==> src/rtl/femto_pkg.sv <==
// Shared definitions for the unified memory-port arbiter: default widths,
// arbiter state encoding and the fetch byte-enable pattern.
package femto_pkg;

    localparam int ADDR_W_DEF = 32;
    localparam int DATA_W_DEF = 32;

    // All lanes enabled; fetches always read a full word.
    localparam logic [DATA_W_DEF/8-1:0] BE_ALL = '1;

    // IDLE: port free. FETCH/DATA: transaction owned by IF/MEM.
    // DRAIN: a flushed fetch is still in flight and its result is discarded.
    typedef enum logic [1:0] {
        ST_IDLE  = 2'd0,
        ST_FETCH = 2'd1,
        ST_DATA  = 2'd2,
        ST_DRAIN = 2'd3
    } arb_state_t;

endpackage

==> src/rtl/arb_watchdog.sv <==
// Memory-latency watchdog: counts waiting cycles and flags the cycle in
// which the TIMEOUT-th consecutive wait occurs.
module arb_watchdog #(
    parameter int TIMEOUT = 64
) (
    input  logic clk,
    input  logic rst,
    input  logic clr,
    input  logic en,
    output logic expired
);

    localparam int CNT_W = $clog2(TIMEOUT + 1);
    localparam logic [CNT_W-1:0] LAST = CNT_W'(TIMEOUT - 1);

    logic [CNT_W-1:0] cnt;

    // Wait counter; clear has priority so a grant/completion restarts the count.
    always_ff @(posedge clk or negedge rst) begin
        if (!rst) begin
            cnt <= '0;
        end else if (clr) begin
            cnt <= '0;
        end else if (en) begin
            cnt <= cnt + CNT_W'(1);
        end
    end

    // cnt holds the number of earlier waits, so this is the TIMEOUT-th one.
    assign expired = en && (cnt == LAST);

endmodule

==> src/rtl/imem_dmem_port_arbiter.sv <==
// Arbiter sharing one memory port between instruction fetch and the data
// stage. One transaction at a time, registered mem_* bank, combinational
// completion strobes, pipeline stall outputs, fetch flush and a watchdog.
//
// Handshake: a requester raises *_req and holds it (with its address/data)
// until *_done is seen high; *_done is a single-cycle strobe in the cycle
// the memory returns mem_ready (or the watchdog expires), and *_rdata is
// only meaningful in that cycle. On the memory side mem_req stays high with
// stable mem_* fields until the first cycle mem_ready=1 completes it.
import femto_pkg::*;

module imem_dmem_port_arbiter #(
    parameter int ADDR_W  = ADDR_W_DEF,
    parameter int DATA_W  = DATA_W_DEF,
    parameter int TIMEOUT = 64
) (
    input  logic                clk,
    input  logic                rst,
    input  logic                if_req,
    input  logic [ADDR_W-1:0]   if_addr,
    output logic                if_done,
    output logic [DATA_W-1:0]   if_rdata,
    input  logic                flush,
    input  logic                dm_req,
    input  logic                dm_we,
    input  logic [DATA_W/8-1:0] dm_be,
    input  logic [ADDR_W-1:0]   dm_addr,
    input  logic [DATA_W-1:0]   dm_wdata,
    output logic                dm_done,
    output logic [DATA_W-1:0]   dm_rdata,
    output logic                mem_req,
    output logic                mem_we,
    output logic [DATA_W/8-1:0] mem_be,
    output logic [ADDR_W-1:0]   mem_addr,
    output logic [DATA_W-1:0]   mem_wdata,
    input  logic                mem_ready,
    input  logic [DATA_W-1:0]   mem_rdata,
    output logic                pipe_stall,
    output logic                if_stall,
    output logic                bus_err,
    output arb_state_t          dbg_state
);

    localparam int BE_W = DATA_W / 8;
    localparam logic [BE_W-1:0] BE_FETCH = '1;

    arb_state_t        state_q;
    arb_state_t        state_d;
    logic              grant_if;
    logic              grant_dm;
    logic              busy;
    logic              expired;
    logic [DATA_W-1:0] rdata_mux;

    assign busy      = (state_q != ST_IDLE);
    assign dbg_state = state_q;

    arb_watchdog #(
        .TIMEOUT (TIMEOUT)
    ) u_watchdog (
        .clk     (clk),
        .rst     (rst),
        .clr     (!busy || mem_ready),
        .en      (busy && !mem_ready),
        .expired (expired)
    );

    // State register.
    always_ff @(posedge clk or negedge rst) begin
        if (!rst) begin
            state_q <= ST_IDLE;
        end else begin
            state_q <= state_d;
        end
    end

    // Next state and grants; on completion the finishing requester is
    // skipped so IF and MEM alternate instead of one starving the other.
    always_comb begin
        state_d  = state_q;
        grant_if = 1'b0;
        grant_dm = 1'b0;
        case (state_q)
            ST_IDLE: begin
                if (dm_req) begin
                    state_d  = ST_DATA;
                    grant_dm = 1'b1;
                end else if (if_req && !flush) begin
                    state_d  = ST_FETCH;
                    grant_if = 1'b1;
                end
            end
            ST_FETCH: begin
                if (expired) begin
                    state_d = ST_IDLE;
                end else if (mem_ready) begin
                    if (!flush && dm_req) begin
                        state_d  = ST_DATA;
                        grant_dm = 1'b1;
                    end else begin
                        state_d = ST_IDLE;
                    end
                end else if (flush) begin
                    state_d = ST_DRAIN;
                end
            end
            ST_DATA: begin
                if (expired) begin
                    state_d = ST_IDLE;
                end else if (mem_ready) begin
                    if (if_req && !flush) begin
                        state_d  = ST_FETCH;
                        grant_if = 1'b1;
                    end else begin
                        state_d = ST_IDLE;
                    end
                end
            end
            ST_DRAIN: begin
                if (expired || mem_ready) begin
                    state_d = ST_IDLE;
                end
            end
            default: state_d = ST_IDLE;
        endcase
    end

    // Completion strobes; a watchdog abort returns zero data to the owner.
    always_comb begin
        if_done   = 1'b0;
        dm_done   = 1'b0;
        rdata_mux = expired ? '0 : mem_rdata;
        case (state_q)
            ST_FETCH: if_done = (mem_ready || expired) && !flush;
            ST_DATA:  dm_done = mem_ready || expired;
            default:  ;
        endcase
    end

    assign if_rdata   = rdata_mux;
    assign dm_rdata   = rdata_mux;
    assign pipe_stall = dm_req && !dm_done;
    assign if_stall   = pipe_stall || (if_req && !if_done);

    // Registered memory-port bank; fields only change on a grant.
    always_ff @(posedge clk or negedge rst) begin
        if (!rst) begin
            mem_req   <= 1'b0;
            mem_we    <= 1'b0;
            mem_be    <= '0;
            mem_addr  <= '0;
            mem_wdata <= '0;
        end else begin
            mem_req <= (state_d != ST_IDLE);
            if (grant_dm) begin
                mem_we    <= dm_we;
                mem_be    <= dm_be;
                mem_addr  <= dm_addr;
                mem_wdata <= dm_wdata;
            end else if (grant_if) begin
                mem_we    <= 1'b0;
                mem_be    <= BE_FETCH;
                mem_addr  <= if_addr;
                mem_wdata <= '0;
            end
        end
    end

    // Sticky bus error, cleared only by reset.
    always_ff @(posedge clk or negedge rst) begin
        if (!rst) begin
            bus_err <= 1'b0;
        end else if (expired) begin
            bus_err <= 1'b1;
        end
    end

endmodule

==> config.mk <==
export PLATFORM = sky130hd
export DESIGN_NAME = imem_dmem_port_arbiter
export DESIGN_NICKNAME = d
export VERILOG_FILES = /design/src/rtl/femto_pkg.sv /design/src/rtl/arb_watchdog.sv /design/src/rtl/imem_dmem_port_arbiter.sv
export SDC_FILE = /design/constraint.sdc
export NUM_CORES = 1
export LEC_CHECK = 0
export BUFFER_PORTS_ARGS = -buffer_cell sky130_fd_sc_hd__buf_4
export CAP_MARGIN = 5
export CORE_MARGIN = 3
export CORE_UTILIZATION = 44
export DETAILED_ROUTE_END_ITERATION = 16
export MAX_ROUTING_LAYER = met4
export PLACE_DENSITY = 0.81
export SYNTH_ARGS = -nofsm -noshare
export SYNTH_HDL_FRONTEND = slang
export SYNTH_SLANG_ARGS = --single-unit
==> constraint.sdc <==
create_clock -name clk -period 2.37 [get_ports clk]
set_input_delay 0.1185 -clock clk [delete_from_list [all_inputs] [get_ports clk]]
set_output_delay 0.1185 -clock clk [all_outputs]
set_load 0.03 [all_outputs]
# Word-level counts from Yosys, hierarchy flattened
# Index checks and enable logic that the tools add are counted.
dict set report op_classes {
  add_sub_neg 1
  n_eq_ne 4
  n_mux 34
  n_reduce_logical 20
}
# operator n
set op_table {}
lappend op_table {{32-bit two-way mux} 5}
lappend op_table {{2-bit two-way mux} 9}
lappend op_table {{7-bit two-way mux} 2}
lappend op_table {{1-bit two-way mux} 13}
lappend op_table {{4-bit two-way mux} 2}
lappend op_table {{2-bit case mux with 4 select lines} 1}
lappend op_table {{2-bit nonzero test} 4}
lappend op_table {{7-bit by 1-bit adder with 7-bit output (second input constant)} 1}
lappend op_table {{7-bit by 6-bit == test with 1-bit output (second input constant)} 1}
lappend op_table {{1-bit logical AND} 7}
lappend op_table {{1-bit zero test} 5}
lappend op_table {{2-bit == test (second input constant)} 2}
lappend op_table {{1-bit case mux with 2 select lines} 2}
lappend op_table {{1-bit logical OR} 3}
lappend op_table {{2-bit by 1-bit == test with 1-bit output (second input constant)} 1}
lappend op_table {{2-bit zero test} 1}
dict set report word_totals {
  reg_bits 80
  output_inout_bits 141
  word_cells 67
}

# Depth between registers and ports, before layout
# Gate-level depths: netlist of run 1.
dict set report depth {
  depth_word 9
  depth_mapped 7
}

# Cells and area by module
# Synthesis of run 1 repeated with hierarchy kept, for this count alone.
dict set report hier_totals {
  hier_cells 557
  hier_area_um2 4927.2
}
# mod instances cells_each area_per_inst_um2
set modules_own_cells {}
lappend modules_own_cells {imem_dmem_port_arbiter 1 525 4591.9}
lappend modules_own_cells {arb_watchdog 1 32 335.3}

# Least setup slack after synthesis of run 1
# No wires, ideal clock.
dict set report synth_timing {
  kind {register to output}
  start {reg state_q[0], in the netlist dbg_state[0]}
  end {out if_stall}
  arrival_ns 2.090
  setup_slack_ns 0.162
  stages_incl_launch_ff 5
  n_path_buf 1
  path_cell_list {dfrtp_1 > o21bai_2 > nor3_1 > clkbuf_1 > o32ai_1}
}
dict set report synth_via {
  elab_chain_len 9
  elab_cells_between_ends 14
  cone_classes {2 x eq/ne; 2 x mux; 10 x reduce/logical}
}
# item line_no
set synth_rtl {}
lappend synth_rtl {{start: declaration} imem_dmem_port_arbiter.sv:47} ;# arb_state_t state_q;
lappend synth_rtl {{start signal: assignment} imem_dmem_port_arbiter.sv:73} ;# state_q <= state_d;
lappend synth_rtl {{2-bit nonzero test} imem_dmem_port_arbiter.sv:55} ;# assign busy = (state_q != ST_IDLE);
lappend synth_rtl {{1-bit logical AND} imem_dmem_port_arbiter.sv:64} ;# .en (busy && !mem_ready),
lappend synth_rtl {{1-bit logical AND} arb_watchdog.sv:30} ;# assign expired = en && (cnt == LAST);
lappend synth_rtl {{1-bit logical OR} {imem_dmem_port_arbiter.sv:134, imem_dmem_port_arbiter.sv:135}}
lappend synth_rtl {{1-bit logical AND} imem_dmem_port_arbiter.sv:134} ;# ST_FETCH: if_done = (mem_ready || expired) && !flush;
lappend synth_rtl {{1-bit two-way mux} imem_dmem_port_arbiter.sv:133} ;# case (state_q)
lappend synth_rtl {{1-bit zero test} imem_dmem_port_arbiter.sv:143} ;# assign if_stall = pipe_stall || (if_req && !if_done);
lappend synth_rtl {{1-bit logical AND} imem_dmem_port_arbiter.sv:143}
lappend synth_rtl {{1-bit logical OR (*)} imem_dmem_port_arbiter.sv:143}
lappend synth_rtl {{end: declaration} imem_dmem_port_arbiter.sv:39} ;# output logic if_stall,
# Every way passes the cells marked *; elsewhere a longest branch is shown, timed or not.

# Worst setup path in the final report of run 1
dict set report layout_timing {
  start {reg state_q[0], in the netlist dbg_state[0]}
  end {reg mem_addr[1]}
}
dict set report layout_via {
  elab_chain_len 6
  elab_cells_between_ends 12
  cone_classes {2 x eq/ne; 5 x mux; 5 x reduce/logical}
}
# item line_no
set layout_rtl {}
lappend layout_rtl {{2-bit nonzero test} imem_dmem_port_arbiter.sv:55}
lappend layout_rtl {{1-bit logical AND} imem_dmem_port_arbiter.sv:64}
lappend layout_rtl {{1-bit logical AND} arb_watchdog.sv:30}
lappend layout_rtl {{1-bit two-way mux, on equally long branches} {imem_dmem_port_arbiter.sv:94, imem_dmem_port_arbiter.sv:108}}
lappend layout_rtl {{1-bit case mux with 2 select lines} imem_dmem_port_arbiter.sv:83} ;# case (state_q)
lappend layout_rtl {{32-bit two-way mux or 2-bit nonzero test (tied branches)} n/a}
lappend layout_rtl {{end signal: assignment} imem_dmem_port_arbiter.sv:158} ;# mem_addr <= dm_addr;
lappend layout_rtl {{end signal: assignment} imem_dmem_port_arbiter.sv:163} ;# mem_addr <= if_addr;
lappend layout_rtl {{end: declaration} imem_dmem_port_arbiter.sv:34} ;# output logic [ADDR_W-1:0] mem_addr,
# Several ways; a longest one is shown, not always the timed one.
# A chain may end at the register's enable or synchronous reset.

==> results.yml, run 1 <==
status:
  outcome: "finished clean"
synthesis:
  synth_cell_type_count: 36
  synth_edf_count: 0
  synthCells: 453
  syn_nets: 593
  synth_seq_cells: 80
  async_flop_share_pct: 100
  synth.cell_area_um2: 4720
  synth_top_cell_by_area: "dfrtp_1"
  synth_top_area_share_pct: 42.4
  synth_top_flop_cell: "dfrtp_1"
  yosys_warnings: 0
  yosysSeqAreaShare_pct: 42.4
  synth_area_per_cell_um2: 10.4
  synth.area.top_cells: "dfrtp_1 (42%), mux2_2 (6.9%), or4b_1 (6.8%), o31a_1 (6.1%), a211oi_1 (5.7%)"
detailed_routing:
  wl_met3_um: 1040
  ant_nets: 0
  highest_layer: "met4"
  wl_um: 16300
  wl_met1_um: 6950
  vias: 4645
  drc: 0
  drt_iter0_drc: 284
  routed-wl-met2_um: 8100
  firstDrtPassIters: 4
  via_per_inst: 5.56
  wl_per_cell_um: 19.5
placed_design:
  port_buffers: 279
  dpl.hpwl_um: 11000
  globalplace.congestion: 0.773
global_route:
  antenna_found_initial: 0
  grt_start_max_net_pins: 99
  grt_pass1_vias: 4526
  grt_use_total_pct: 26.1
  grt_pass1_wl_um: 23700
  overflow: 0
critical_path:
  cp-start-kind: "flip-flop"
  path_class: "reg2reg"
  startpoint: "dbg_state[0]$_DFF_PN0_"
  reg2reg_from: "dbg_state[0]$_DFF_PN0_"
  cp.arrival_ns: 2.45
  worstSetupEndpointType: "flip-flop"
  critical_path_required_ns: 2.62
  cp_max_fo: 98
min_path:
  hold_path.startpoint: "dm_wdata[27]"
  hold_class: "in2reg"
power_and_ir_drop:
  power_leakage_nw: 3.22
  vdd_drop_max_v: 0.000685
  p_per_area_nw_per_um2: 956
  finalPower_mw: 6.79
run:
  drv_cap: 0
sta:
  relSlewSlack_pct: 26.7
  tightest_slew_ns: 1.10
  finalCriticalPeriod_ns: 2.20
  fin_tns_setup_ns: 0
  fmax_mhz: 455
  skew_ns: 0.00930
  period_share_pct: 92.8
  setup_viol: 0
  finalMaxSlewViolations: 0
  rsz0062_at_grt: "false"
  hold_violations: 0
cts:
  cts_root_buffer: "clkbuf_8"
  cts_tree: "yes"
  cts_max_path_buffers: 2
  cts.clk_slew.worst_paths_ns: 0.09
  cts.sinks: 80
  htree_num_levels: 3
  clock_latency_ns: 0.34
  cts_buffers: 9
floorplanning:
  rows: 37
  coreArea_um2: 10400
  io_pins: 280
  fp.dieArea_um2: 12000
  die_h_um: 110
  fp.dieW_um: 110
  start_util_pct: 45.5
layout:
  antenna_cells: 0
  drive_gt1_share_pct: 49.1
  area_growth_pct: 50.4
  layout.nets: 835
==> layout by cell type, fill, tap and decap left out, types with 3 or more instances in the layout <==
cell type	count
mux2_2	29
nor2_1	11
o31a_1	33
nor2b_1	32
a211oi_1	36
clkinvlp_4	3
dfrtp_1	80
inv_1	6
o31ai_1	33
dlygate4sd3_1	30
or4b_1	32
a31oi_1	36
clkbuf_8	9
buf_4	289
mux2_1	4
nand2b_1	4
==> report_power, final <==
group	internal, mW	total [mW]	leakage, nW	switching [mW]
sequential	1.85	2.18	0.956	0.330
combinational	1.48	3.62	2.18	2.14
clock	0.486	0.988	0.0856	0.501
==> stage by stage <==
step | worst slack (ns) | area [um^2] | hold slack, ns | std cells | utilization, %
2_1_floorplan | 0.162 | 4720 | -0.177 | 453 | -
3_3_place_gp | 0.327 | 6610 | 0.331 | 790 | 63.7
3_5_place_dp | 0.258 | 6610 | 0.340 | 790 | 63.7
4_1_cts | 0.0777 | 7090 | 0.000820 | 835 | 68.3
5_1_grt | 0.0937 | 7100 | 0.00224 | 836 | 68.5
6_report | 0.171 | 7100 | 0.0224 | 836 | 68.5
==> worst paths after layout <==
kind / endpoint / slack (ns) / depth (start not counted)
max: mem_addr[1]$_DFFE_PN0P_ / 0.17 / 3
max in group asynchronous: mem_addr[3]$_DFFE_PN0P_ / 1.20 / 2
max reg2reg: mem_addr[1]$_DFFE_PN0P_ / 0.17 / 3
min: mem_wdata[27]$_DFFE_PN0P_ / 0.02 / 2
min reg2reg: u_watchdog.cnt[0]$_DFF_PN0_ / 0.47 / 1
min in group asynchronous: mem_wdata[25]$_DFFE_PN0P_ / 0.51 / 2
==> area by class of cell <==
type                            count  area, um^2
Clock buffer                       11         131
Clock inverter                      5        57.6
Fill cell                         801        3270
Inverter                            6        22.5
Multi-Input combinational cell    278        2230
Sequential cell                    80        2000
Tap cell                          136         170
Timing Repair Buffer              320        2490
==> what timing repair did <==
item | in CTS | in global routing
resized for setup | 0 | 1
endpoints found under the setup margin | 0 | 1
setup buffers | 0 | 0
endpoints found under the hold margin | 94 | 1
hold buffers | 29 | 1
==> flip-flops by register name, indices dropped and copies added (netlist names) <==
| name | flops |
|---|---|
| mem_addr | 32 |
| mem_wdata | 32 |
| u_watchdog.cnt | 7 |
| mem_be | 4 |
| dbg_state | 2 |
| bus_err | 1 |
| mem_req | 1 |
| mem_we | 1 |
==> worst max-delay path: stages, from the launching register on <==
cell	delay [ns]
dfrtp_1	0.47
or3b_4	0.75
or4b_1	0.61
a31oi_1	0.19
==> cells by family (layout without fill, tap and decap cells) <==
family,count (synthesis),after routing,synth area share (%)
compound gates,150,150,23.9
xor+xnor,3,3,0.557
fa+ha+maj,1,1,0.265
buf+inv,95,342,11.0
flops,80,80,42.4
mux,33,33,7.87
simple gates,91,91,14.0
==> layer usage <==
metal / GRT usage (%) / vias up
met5: - / -
met4: 6.14 / 0
met3: 5.99 / 17
met2: 41.3 / 182
met1: 34.3 / 2264
li1: - / 2182
==> synthesized netlist by cell type, drive strengths merged (2+ instances only) <==
cell type and number:
a211oi 36, a21oi 2, a31oi 36, buf 48, clkbuf 41, dfrtp 80, inv 6, mux2 33
nand2b 4, nand3 2, nor2 11, nor2b 34, o21a 2, o21ba 2, o31a 33, o31ai 33
or3 2, or3b 2, or4b 32, xor2 2
Power figures use the tool's default switching activity.
==> inputs of run 2 (changes only) <==
--- a/config.mk
+++ b/config.mk
@@ -8,10 +8,12 @@
 export BUFFER_PORTS_ARGS = -buffer_cell sky130_fd_sc_hd__buf_4
 export CAP_MARGIN = 5
 export CORE_MARGIN = 3
-export CORE_UTILIZATION = 44
+export CORE_UTILIZATION = 45
+export CTS_BUF_LIST = sky130_fd_sc_hd__clkbuf_8
 export DETAILED_ROUTE_END_ITERATION = 16
+export GPL_ROUTABILITY_DRIVEN = 0
 export MAX_ROUTING_LAYER = met4
-export PLACE_DENSITY = 0.81
+export PLACE_DENSITY = 0.82
 export SYNTH_ARGS = -nofsm -noshare
 export SYNTH_HDL_FRONTEND = slang
 export SYNTH_SLANG_ARGS = --single-unit
==> run 2 against run 1 <==
Effect of this change: cell count rose by 0.24%; clock power rose by 0.5%; sequential power barely moved; highest routed layer unchanged.
==> results.yml, run 2 (synthesized netlist as in run 1, its figures left out) <==
min_path:
  hold_class: "in2reg"
  hold_path.startpoint: "dm_addr[15]"
detailed_routing:
  via_per_inst: 5.62
  vias: 4708
  wl_um: 16600
  ant_nets: 0
  wl_per_cell_um: 19.8
  firstDrtPassIters: 4
  drt_iter0_drc: 282
  drc: 0
sta:
  fin_tns_setup_ns: 0
  relSlewSlack_pct: 26.4
  fmax_mhz: 456
  setup_ws_ns: 0.178
  tightest_slew_ns: 1.10
  setup_viol: 0
  skew_ns: 0.0133
  rsz0062_at_grt: "false"
  finalMaxSlewViolations: 0
  hold_violations: 0
  period_share_pct: 92.5
  finalCriticalPeriod_ns: 2.19
global_route:
  grt_pass1_vias: 4766
  grt_start_max_net_pins: 99
  grt_pass1_wl_um: 24800
  antenna_found_initial: 0
  overflow: 0
  grt_use_total_pct: 27.7
cts:
  cts_tree: "yes"
  cts.sinks: 80
  htree_num_levels: 3
  cts.clk_slew.worst_paths_ns: 0.08
  cts_buffers: 9
  postCtsSetupRepairBufs: 0
  cts_root_buffer: "clkbuf_8"
  clock_latency_ns: 0.35
  cts_max_path_buffers: 2
critical_path:
  cp_max_fo: 23
  path_class: "reg2out"
  startpoint: "dbg_state[0]$_DFF_PN0_"
  cp-start-kind: "flip-flop"
  reg2reg_from: "dbg_state[0]$_DFF_PN0_"
  cp.arrival_ns: 2.07
  critical_path_required_ns: 2.25
  worstSetupEndpointType: "output pin"
layout:
  drive_gt1_share_pct: 48.9
  final_common_cell: "buf_4"
  antenna_cells: 0
  seq_area_um2: 2000
  area_growth_pct: 51.4
  layout_common_cells: "buf_4 (290), dfrtp_1 (80), a211oi_1 (36), a31oi_1 (36), dlygate4sd3_1 (34)"
  multi_input_area_um2: 2230
  stdcell_count: 838
  nFillCells: 751
  reg.largest.list: "mem_addr x32, mem_wdata x32, u_watchdog.cnt x7"
  layout.nets: 840
placed_design:
  dp_slack_ns: 0.312
  dpl.hpwl_um: 10800
  port_buffers: 279
  place_inst: 788
power_and_ir_drop:
  finalPower_mw: 6.80
  vdd_drop_max_v: 0.000619
  power_leakage_nw: 3.25
  p_per_area_nw_per_um2: 952
run:
  drv_cap: 0
floorplanning:
  die_h_um: 108
  coreArea_um2: 10000
  start_util_pct: 47.2
  fp.dieW_um: 108
  rows: 36
  fp.dieArea_um2: 11800
  io_pins: 280
status:
  outcome: "finished clean"
run 2: changes by cell type in the layout (fill, tap and decap cells not counted):
cell / before / now
clkbuf_1: 2 / 0
dlygate4sd3_1: 30 / 34
buf_4: 289 / 290
inv_1: 6 / 8
run 2: path summary, 6_finish.rpt:
kind,endpoint,slack [ns],cells past startpoint
setup / recovery,if_stall,0.18,6
hold / removal,mem_addr[15]$_DFFE_PN0P_,0.04,3
setup reg to reg,mem_addr[11]$_DFFE_PN0P_,0.30,3
hold reg to reg,u_watchdog.cnt[0]$_DFF_PN0_,0.47,1
max in group asynchronous,mem_addr[12]$_DFFE_PN0P_,1.22,2
min in group asynchronous,mem_wdata[25]$_DFFE_PN0P_,0.45,2
run 2: metrics by stage:
stage | hold slack (ns) | util (%) | area (um^2)
floorplan | -0.177 | - | 4720
global placement | 0.331 | 66.1 | 6610
detailed placement | 0.342 | 66.1 | 6610
CTS | 0.00527 | 71.3 | 7130
global route | 0.0282 | 71.5 | 7150
finish | 0.0413 | 71.5 | 7150
run 2: metal layers:
metal / track usage [%] / vias to the layer above / wire length [um]
li1: - / 2188 / -
met5: - / - / 0
met4: 8.93 / 0 / 381
met3: 7.22 / 37 / 1310
met1: 35.4 / 2271 / 6570
met2: 43.0 / 212 / 8310
run 2: power breakdown:
group / internal [mW] / total, mW / switching, mW
Sequential: 1.85 / 2.18 / 0.331
Clock: 0.478 / 0.993 / 0.515
Combinational: 1.48 / 3.63 / 2.14
run 2: cell type report:
class / instances / share of cell area, %
flip-flops and latches: 80 / 28.0
multi-input cells: 278 / 31.2
inverters: 6 / 0.315
repair buffers: 325 / 35.5
well taps: 133 / 2.33
clock buffers: 9 / 1.73
clock inverters: 7 / 0.910
run 2: what timing repair did:
item,4_1_cts,5_1_grt
gates resized for setup,0,1
hold endpoints to repair,112,1
hold buffers,33,1
setup endpoints to repair,0,4
run 2: worst max-delay path, cell delays in order, from the launching register on:
cell and delay, ns:
dfrtp_1 0.40, buf_4 0.23, o21bai_4 0.29, nor3_2 0.09, buf_4 0.21, o32ai_1 0.30, buf_4 0.22
==> inputs of run 3 (changes only) <==
--- a/config.mk
+++ b/config.mk
@@ -8,12 +8,14 @@
 export BUFFER_PORTS_ARGS = -buffer_cell sky130_fd_sc_hd__buf_4
 export CAP_MARGIN = 5
 export CORE_MARGIN = 3
-export CORE_UTILIZATION = 45
+export CORE_UTILIZATION = 46
 export CTS_BUF_LIST = sky130_fd_sc_hd__clkbuf_8
 export DETAILED_ROUTE_END_ITERATION = 16
 export GPL_ROUTABILITY_DRIVEN = 0
 export MAX_ROUTING_LAYER = met4
-export PLACE_DENSITY = 0.82
+export PLACE_DENSITY = 0.83
+export SKIP_LAST_GASP = 1
 export SYNTH_ARGS = -nofsm -noshare
 export SYNTH_HDL_FRONTEND = slang
+export SYNTH_HIERARCHICAL = 1
 export SYNTH_SLANG_ARGS = --single-unit
==> run 3 against run 2 <==
Effect of this change: die area up 2.0%; area after synthesis grew 4.3%; critical path depth grew 4; via count increased by 11%; register-to-register slack worse by 0.20 ns; sequential cell count did not move; count of clock-buffer cells in the layout stayed put; sequential power is 5% lower.
==> results.yml, run 3 <==
status:
  outcome: "finished clean"
synthesis:
  synth_top_flop_cell: "dfrtp_1"
  synthCells: 557
  synthTopCellsByCount: "dfrtp_1 (80), inv_1 (73), clkbuf_1 (37)"
  synth_seq_cells: 80
  synth.most_common_cell: "dfrtp_1"
  yosys_warnings: 6
  syn_nets: 697
  synth_area_per_cell_um2: 8.85
  synth_top_area_share_pct: 40.6
  synth_cell_type_count: 42
  synth_edf_count: 0
  async_flop_share_pct: 100
  synth.cell_area_um2: 4930
  yosysSeqAreaShare_pct: 40.6
  synth.area.top_cells: "dfrtp_1 (41%), a211o_1 (5.7%), a41oi_1 (5.7%), inv_1 (5.6%), a211oi_1 (5.5%)"
  synth_top_cell_by_area: "dfrtp_1"
layout:
  final_util_pct: 73.6
  stdcell_count: 927
  final_common_cell: "buf_4"
  reg.largest.list: "mem_addr x32, mem_wdata x32, u_watchdog/cnt x7"
  layout.nets: 927
  layout_common_cells: "buf_4 (291), dfrtp_1 (78), inv_1 (71), nand2_1 (36)"
  drive_gt1_share_pct: 50.8
  antenna_cells: 0
  area_growth_pct: 54.9
  nFillCells: 783
critical_path:
  cpMostUsedCell: "buf_6"
  path_buf_inv: 4
  ff2ff_path_depth: 10
  cp.arrival_ns: 2.18
  rrSetupSlack_ns: 0.10
  max_stage_delay_ns: 0.40
  path_delay_family: "simple AND/OR/NAND/NOR gates"
  r2r-end: "mem_be[0]$_DFFE_PN0P_"
  path_class: "reg2out"
  worstSetupEndpointType: "output pin"
  cp-start-kind: "flip-flop"
  slowest_stage: "dfrtp_1"
  cp_max_fo: 4
  critical_path_required_ns: 2.25
  reg2reg_from: "dbg_state[1]$_DFF_PN0_"
  path_cells: "ha_4, nand3_2, or3_4, inv_4, buf_12, nor2_2, buf_6, nor4_4, a2bb2oi_4, buf_6"
floorplanning:
  io_pins: 280
  coreArea_um2: 10400
  fp.dieArea_um2: 12000
  fp.dieW_um: 109
  die_h_um: 109
  start_util_pct: 47.5
  rows: 37
cts:
  htree_num_levels: 3
  cts_buffers: 9
  cts_root_buffer: "clkbuf_8"
  cts.sinks: 80
  clock_latency_ns: 0.33
  cts_max_path_buffers: 2
  cts.clk_slew.worst_paths_ns: 0.09
  cts_tree: "yes"
placed_design:
  port_buffers: 279
  place_inst: 904
  dpl.hpwl_um: 12400
detailed_routing:
  wl_um: 17600
  drt_iter0_drc: 394
  ant_nets: 0
  firstDrtPassIters: 5
  vias: 5232
  via_per_inst: 5.64
  wl_per_cell_um: 18.9
  drc: 0
sta:
  hold_violations: 0
  finalMaxSlewViolations: 0
  tightest_slew_ns: 0.557
  finalCriticalPeriod_ns: 2.30
  rsz0062_at_grt: "true"
  skew_ns: 0.0141
  fmax_mhz: 435
  fin_worst_hold_slack_ns: 0.0266
  period_share_pct: 97.0
  relSlewSlack_pct: 62.9
  fin_tns_setup_ns: 0
  setup_viol: 0
global_route:
  grt_pass1_wl_um: 26200
  overflow: 0
  grt_use_total_pct: 28.3
  grt_start_max_net_pins: 66
  antenna_found_initial: 0
  grt_pass1_vias: 5120
power_and_ir_drop:
  power_frac_comb_pct: 50.9
  power_leakage_nw: 3.65
  seqPwrFrac_pct: 32.3
  intPower_mw: 3.61
  switching_share_pct: 43.5
  p_clk_share_pct: 16.9
  p_per_area_nw_per_um2: 838
  vdd_drop_max_v: 0.000539
  power_switching_mw: 2.79
min_path:
  min_path_cells: 3
  whs_endpoint: "mem_wdata[10]$_DFFE_PN0P_"
  hold_path.startpoint: "dm_wdata[10]"
  hold_class: "in2reg"
run:
  drv_cap: 0
## run 3: cell count changes after synthesis, moves of 29 or more
cell / delta
a31oi_1: -32
a41oi_1: +32
nand3_1: +32
or4b_1: -32
o211ai_1: +32
o31a_1: -32
mux2_2: -29
a211o_1: +32
inv_1: +67
nand2_1: +35
## run 3: kinds of logic (layout without fill, tap and decap cells)
family / after synthesis / in the layout / synth area share, %
AO/OA/AOI/OAI: 183 / 183 / 29.3
XOR/XNOR: 4 / 4 / 0.711
adder cells (fa/ha/maj): 1 / 1 / 0.254
buffers and inverters: 164 / 398 / 15.8
flip-flops: 80 / 80 / 40.6
multiplexers: 1 / 1 / 0.203
AND/OR/NAND/NOR: 124 / 124 / 13.1
## run 3: worst max path at each step
stage | from | slack (ns) | cells after the start | end
after floorplan | dbg_state[0]$_DFF_PN0_ | -0.12 | 14 | mem_addr[27]$_DFFE_PN0P_
after global placement | u_watchdog/cnt[0]$_DFFE_PN0P_ | 0.11 | 8 | mem_addr[0]$_DFFE_PN0P_
after detailed placement | u_watchdog/cnt[0]$_DFFE_PN0P_ | 0.03 | 8 | mem_addr[25]$_DFFE_PN0P_
after CTS | dbg_state[1]$_DFF_PN0_ | -0.005 | 10 | mem_addr[25]$_DFFE_PN0P_
after global routing | u_watchdog/cnt[1]$_DFFE_PN0P_ | -0.04 | 10 | if_stall
final | u_watchdog/cnt[1]$_DFFE_PN0P_ | 0.07 | 10 | if_stall
## run 3: final cells by class
class | instances | area [um^2] | area share [%]
clock buffer | 9 | 124 | 1.62
sequential | 80 | 2000 | 26.3
clock inverter | 6 | 85.1 | 1.11
multi-input combinational | 313 | 2480 | 32.5
timing repair buffer | 309 | 2490 | 32.6
inverter | 74 | 280 | 3.67
tap | 136 | 170 | 2.23
## run 3: what timing repair did
item                       in CTS  in global routing
hold endpoints to repair       39                  0
pin swaps                       5                  1
setup endpoints to repair       4                 36
gates resized for setup         8                  8
buffers inserted                6                  0
hold buffers                    1                  0
cloned                          1                  0
## run 3: per-stage QoR
step | setup WS (ns) | power [mW] | instance area (um^2)
after CTS | -0.00502 | 6.42 | 7600
final | 0.0706 | 6.40 | 7630
after floorplan | -0.117 | 4.08 | 5350
after global placement | 0.112 | 5.22 | 7270
after detailed placement | 0.0289 | 5.31 | 7270
after global routing | -0.0401 | 6.73 | 7630
## run 3: worst reg2reg max path, cell delays in order (launching register included)
cell,delay [ns]
dfrtp_2,0.43
o21bai_4,0.15
inv_2,0.06
nand3_2,0.08
or3_4,0.14
inv_4,0.04
buf_4,0.12
or3b_2,0.51
buf_6,0.23
a211oi_1,0.32
a31oi_1,0.09
## run 3: per-layer routing
layer	GRT usage, %	vias up	part of all wire (%)
li1	-	2438	-
met4	8.10	0	1.3
met2	44.3	230	49
met3	4.29	19	7.1
met5	-	-	0
met1	38.4	2545	43
## run 3: power by group through the flow
stage               logic, mW  clock network, mW  registers, mW
finish                   3.25               1.08           2.07
global route             3.47               1.16           2.11
CTS                      3.25               1.10           2.06
detailed placement       3.24                  0           2.07
global placement         3.16                  0           2.06
floorplan                1.26                  0           2.83
